**src/rtl/rr_arbiter_4.sv**
```systemverilog
// Four-way round-robin arbiter with a per-grant hold limit.
// One idle cycle separates successive grants; forced releases pulse expired.
module rr_arbiter_4 #(
    parameter int unsigned MAX_HOLD = 8
) (
    input  logic       clk,
    input  logic       rst,
    input  logic [3:0] req,
    input  logic       ack,
    output logic [3:0] gnt,
    output logic       busy,
    output logic       expired
);

    typedef enum logic {
        S_IDLE,
        S_GRANT
    } state_t;

    localparam logic [7:0] HOLD_LAST = 8'(MAX_HOLD - 1);

    state_t     r_state;
    logic [3:0] r_gnt;
    logic [1:0] r_idx;
    logic [1:0] r_last;
    logic [7:0] r_hold;
    logic       r_expired;

    logic [1:0] w_sel;
    logic       w_at_limit;
    logic       w_req_held;
    logic       w_release;

    // Lowest offset from last+1 wins, so scan offsets downward.
    always_comb begin
        w_sel = r_last + 2'd1;
        for (int k = 3; k >= 0; k--) begin
            if (req[r_last + 2'(k + 1)]) begin
                w_sel = r_last + 2'(k + 1);
            end
        end
    end

    assign w_at_limit = (r_hold == HOLD_LAST);
    assign w_req_held = req[r_idx];
    assign w_release  = ack || !w_req_held || w_at_limit;

    always_ff @(posedge clk) begin
        if (rst) begin
            r_state   <= S_IDLE;
            r_gnt     <= 4'b0000;
            r_idx     <= 2'd0;
            r_last    <= 2'd3;
            r_hold    <= 8'd0;
            r_expired <= 1'b0;
        end else begin
            r_expired <= 1'b0;
            unique case (r_state)
                S_IDLE: begin
                    if (|req) begin
                        r_gnt   <= 4'b0001 << w_sel;
                        r_idx   <= w_sel;
                        r_hold  <= 8'd0;
                        r_state <= S_GRANT;
                    end
                end
                S_GRANT: begin
                    if (w_release) begin
                        r_gnt     <= 4'b0000;
                        r_last    <= r_idx;
                        r_state   <= S_IDLE;
                        r_expired <= w_at_limit && !ack && w_req_held;
                    end else begin
                        r_hold <= r_hold + 8'd1;
                    end
                end
                default: begin
                    r_state <= S_IDLE;
                    r_gnt   <= 4'b0000;
                end
            endcase
        end
    end

    assign gnt     = r_gnt;
    assign busy    = |r_gnt;
    assign expired = r_expired;

endmodule
```
**config.mk**
```make
export PLATFORM = sky130hd
export DESIGN_NAME = rr_arbiter_4
export DESIGN_NICKNAME = d
export VERILOG_FILES = /design/src/rtl/rr_arbiter_4.sv
export SDC_FILE = /design/constraint.sdc
export NUM_CORES = 1
export LEC_CHECK = 0
export CORE_MARGIN = 2
export CORE_UTILIZATION = 40
export DETAILED_ROUTE_END_ITERATION = 16
export PLACE_DENSITY = 0.62
export SYNTH_ARGS = -nofsm -noshare
export SYNTH_HDL_FRONTEND = slang
export SYNTH_SLANG_ARGS = --single-unit
```
**constraint.sdc**
```tcl
create_clock -name clk -period 4.8 [get_ports clk]
set_clock_uncertainty 0.15 [all_clocks]
set_input_delay 0.96 -clock clk [delete_from_list [all_inputs] [get_ports clk]]
set_output_delay 0.96 -clock clk [all_outputs]
set_load 0.02 [all_outputs]
```
Yosys cells after proc, flatten, opt, wreduce, memory -nomap -nowiden
Cells that the tools add are included.
Widths: inputs -> output; s select.
{"block": "totals", "input_bits": 7, "elab_cells": 58, "out_inout_bits": 6, "ff_bits": 18}
{"block": "classes", "n_lt_le_gt_ge": 5, "n_addsub": 4, "eq_ne": 4, "n_reduce_logical": 13, "muxes": 23, "n_bitwise": 2, "shifts": 1}
{"cell": "$mux 8", "count": 2}
{"cell": "$pmux 8 s2", "count": 1}
{"cell": "$lt 2x3->1 const B", "count": 5}
{"cell": "$bmux 1 s2", "count": 5}
{"cell": "$add 8x1->8 const B", "count": 1}
{"cell": "$eq 8x3->1 const B", "count": 1}
{"cell": "$mux 2", "count": 4}
{"cell": "$mux 4", "count": 2}
{"cell": "$pmux 4 s2", "count": 1}
{"cell": "$reduce_and 2->1", "count": 4}
{"cell": "$reduce_or 4->1", "count": 2}
{"cell": "$mux 1", "count": 7}
{"cell": "$add 2x2->2 const B", "count": 2}
{"cell": "$ne 2x2->1 const B", "count": 2}
{"cell": "$shl 1x2->4 const A", "count": 1}
{"cell": "$reduce_or 3->1", "count": 1}
{"cell": "$add 2x1->2 const B", "count": 1}
{"cell": "$logic_and 1x1->1", "count": 2}
{"cell": "$logic_not 1->1", "count": 2}
{"cell": "$logic_or 1x1->1", "count": 2}
{"cell": "$ne 2x1->1 const B", "count": 1}
{"cell": "$not 1->1", "count": 2}
{"cell": "$pmux 1 s2", "count": 1}

Depth between registers and ports, before layout
{"block": "depth", "ltp_word": 9, "mapped_depth": 5, "ltp_nobuf": 5}

Worst setup path after synthesis
OpenSTA, ideal clock, no wires.
{"block": "synth_timing", "path_kind": "input -> register", "start": "input port req[0]", "end": "register r_hold[0]", "arrival_time_ns": 1.993, "stages": 4, "path_buffers": 0, "t_required_ns": 4.529, "setup_slack_ns": 2.536, "cell_sequence": "or4_4 a32oi_1 nand2_1 mux2i_1"}
{"block": "synth_via", "elab_chain_cells": 7, "word_cells_on_any_way": 9, "classes_between": "eq/ne (2); mux (2); reduce/logical (5)"}
{"element": "from (decl)", "line": "8", "source": "input logic [3:0] req,"}
{"element": "$bmux 1 s2", "line": "45", "source": "assign w_req_held = req[r_idx];"}
{"element": "$mux 1 (implied by the code)", "line": "45"}
{"element": "$logic_not 1->1", "line": "46", "source": "assign w_release = ack || !w_req_held || w_at_limit;"}
{"element": "$logic_or 1x1->1 (2 in series)", "line": "46"}
{"element": "$ne 2x2->1 (no line)"}
{"element": "$reduce_and 2->1 (no line) *"}
{"element": "to (signal assigned)", "line": "74", "source": "r_hold <= r_hold + 8'd1;"}
{"element": "to (decl)", "line": "26", "source": "logic [7:0] r_hold;"}
Every way passes the cells marked *; elsewhere a longest branch is shown, timed or not. The select of a mux whose other input is x is not followed.
A chain may end at the register's enable or synchronous reset.

Worst setup path in the final report
{"block": "layout_timing", "start": "register r_gnt[3] (netlist: gnt[3])", "end": "output port busy"}
{"block": "layout_via", "elab_chain_cells": 1}
{"element": "from (decl)", "line": "23", "source": "logic [3:0] r_gnt;"}
{"element": "from (signal assigned)", "line": "61", "source": "r_gnt <= 4'b0001 << w_sel;"}
{"element": "$reduce_or 4->1", "line": "86", "source": "assign busy = |r_gnt;"}
{"element": "to (decl)", "line": "11", "source": "output logic busy,"}
Every way passes these cells.

==> out/results.ini <==
[sta]
relSlewSlack_pct=61.3
hold_ws_ns=0.317
timing_hold_violations_final=0
fin_crit_sh_pct=58.0
setup_total_negative_slack_ns=0
max_freq_mhz=359
rsz0062_at_grt=no
setup_viol=0
tightest_slew_ns=0.573
min_period_ns=2.78
timing_max_transition_violations_final=0

[detailed_routing]
routed_wire_length_per_instance_um=13.2
drtPass1Iterations=4
via_per_inst=5.77
num_vias=888
wl_final_um=2030
drt_first_iter_violations=26
route.antenna.remaining_nets=0
drcViolationCount=0

[synth]
mappedNetlistArea_um2=962
synth.yosys.seq_area_share_pct=37.5
synth_cell_types=34
postSynthCellCount=112
post_synth_main_area_contributors=sky130_fd_sc_hd__dfxtp_1, sky130_fd_sc_hd__mux2i_1, sky130_fd_sc_hd__nand2b_1
synth.avg_cell_area_um2=8.59
synthesis.nets=120
synthesis.yosys.warnings=0
netlist.area_leader.share_pct=37.5
synth-seq-cells=18
synth.largest_area_cell=sky130_fd_sc_hd__dfxtp_1

[worst_setup_path]
cp.required_ns=3.69
startpoint_of_the_most_critical_register_to_register_path=r_hold[0]
crit_chain=or4_1 -> clkdlybuf4s50_1
cp-startpoint=gnt[3]
reg2reg_to=gnt[0]
worst_setup_sp_type=flip-flop
worst_ep_arrival_time_ns=1.67
path_class=flip-flop to output port
reg2reg_path_depth=5
worst-path-max-fanout=3
worstSetupEndpointType=output port
r2r_slack_ns=2.56
critical_path.max_stage_delay_ns=0.55
cp_slowest_cell=sky130_fd_sc_hd__clkdlybuf4s50_1
critical_path.endpoint=busy

[finish]
leading_cell_type_in_the_layout_fill_and_taps_excluded=sky130_fd_sc_hd__dfxtp_1
commonest_cells_after_routing_fill_and_taps_aside=sky130_fd_sc_hd__dfxtp_1, sky130_fd_sc_hd__clkdlybuf4s50_1, sky130_fd_sc_hd__nand2_1
nNetsFinal=135
area_growth_pct=19.1
finish.utilization_pct=51.3
final_area_mm2=0.00115
layout-drive-gt1-share_pct=7.14
diodes=0

[clock_network]
cts_tree=built
cts-hold-fix-buffers=0
clk_pin_slew_worst_paths_ns=0.11
htree_num_levels=1
tritoncts.num_buffers=3
cts_post_setup_buffers_inserted=0
postCtsResizedCells=0
clock_tree.root_cell=sky130_fd_sc_hd__clkbuf_4
clk_path_buf_depth=2
clk-insertion-delay-late_ns=0.30
numClockSinks=18

[place]
gp_congestion=0.796
numPortBuffers=12
dp_wirelength_um=1540
place_area_mm2=0.00111

[pwr]
max-vdd-ir-drop_mv=0.182
power.total_uw=340
power_per_cell_area_mw_per_mm2=296
power.static_leakage_uw=0.000398

[floorplanning]
die_h_um=53.0
io-pin-count=13
die_area_mm2=0.00281
placeableCoreArea_mm2=0.00223
starting_utilization_of_the_core_area_pct=43.1
std_cell_rows=17
chipWidth_um=53.0

[grt]
global_route.usage.total_pct=16.2
first_global_vias=757
grt_max_degree=21
grt_remaining_overflow=0
grt_pass1_wl_um=3310
antenna_violations_before_repair=0

[min_path]
hold-path-cell-count=2
timing.hold.worst.class=flip-flop to flip-flop

[job]
maxCapViolations=0

[outcome]
run_status=complete, no violations

## registers in the layout, indices dropped and copies added (netlist names)
register,count
expired,1
gnt,4
r_hold,8
r_idx,2
r_last,2
r_state,1
## routing by layer
layer	GRT usage [%]	part of all wire, %	vias up
met4	7.69	1.5	0
met2	24.4	43	12
met1	22.1	53	413
met5	0	0	-
met3	2.82	2.9	4
li1	-	-	459
## how the worst min path moves through the flow
| stage | end | from |
|---|---|---|
| finish | expired | r_state |
| CTS | expired | r_state |
| global route | expired | r_state |
| floorplan | expired | r_state |
| detailed placement | expired | r_state |
| global placement | expired | r_state |
## cell families after synthesis
| family | after synthesis | synth area share, % |
|---|---|---|
| compound gates | 32 | 23.0 |
| fa+ha+maj | 1 | 1.30 |
| buf+inv | 5 | 1.95 |
| flops | 18 | 37.5 |
| mux | 7 | 7.28 |
| simple gates | 49 | 29.0 |
## through the flow
step | instances | setup slack [ns]
floorplan | 112 | 2.54
global placement | 150 | 1.90
detailed placement | 150 | 1.90
CTS | 154 | 2.00
global route | 154 | 1.93
finish | 154 | 2.02
## synth_stat cells (all sizes together)
| cell type | instances |
|---|---|
| a211o | 1 |
| a211oi | 2 |
| a21o | 1 |
| a21oi | 10 |
| a22oi | 2 |
| a2bb2oi | 1 |
| a311oi | 1 |
| a32oi | 1 |
| and2 | 1 |
| and3 | 1 |
| clkbuf | 2 |
| dfxtp | 18 |
| ha | 1 |
| inv | 3 |
| mux2i | 7 |
| nand2 | 11 |
| nand2b | 10 |
| nand3 | 3 |
| nand4 | 1 |
| nand4b | 1 |
| nand4bb | 1 |
| nor2 | 7 |
| nor2b | 2 |
| nor3 | 1 |
| nor4b | 1 |
| o21ai | 1 |
| o22a | 1 |
| o22ai | 3 |
| o31ai | 4 |
| o32ai | 4 |
| or2 | 2 |
| or3 | 1 |
| or4 | 6 |
## worst max-delay path, delay by kind of cell, from the launching register on
family / cells / cell delay [ns]
flops: 1 / 0.33
simple gates: 1 / 0.51
buf+inv: 1 / 0.55
## report_power, final
part | internal, µW | switching [µW]
logic | 37.5 | 39.8
clock network | 46.2 | 46.8
registers | 159 | 10.6
## cell type report
class	count	area, µm²
Fill cell	220	1090
Multi-Input combinational cell	89	583
Sequential cell	18	360
Timing Repair Buffer	12	120
Clock buffer	4	36.3
Tap cell	28	35.0
Inverter	3	11.3
Power figures use the tool's default switching activity.
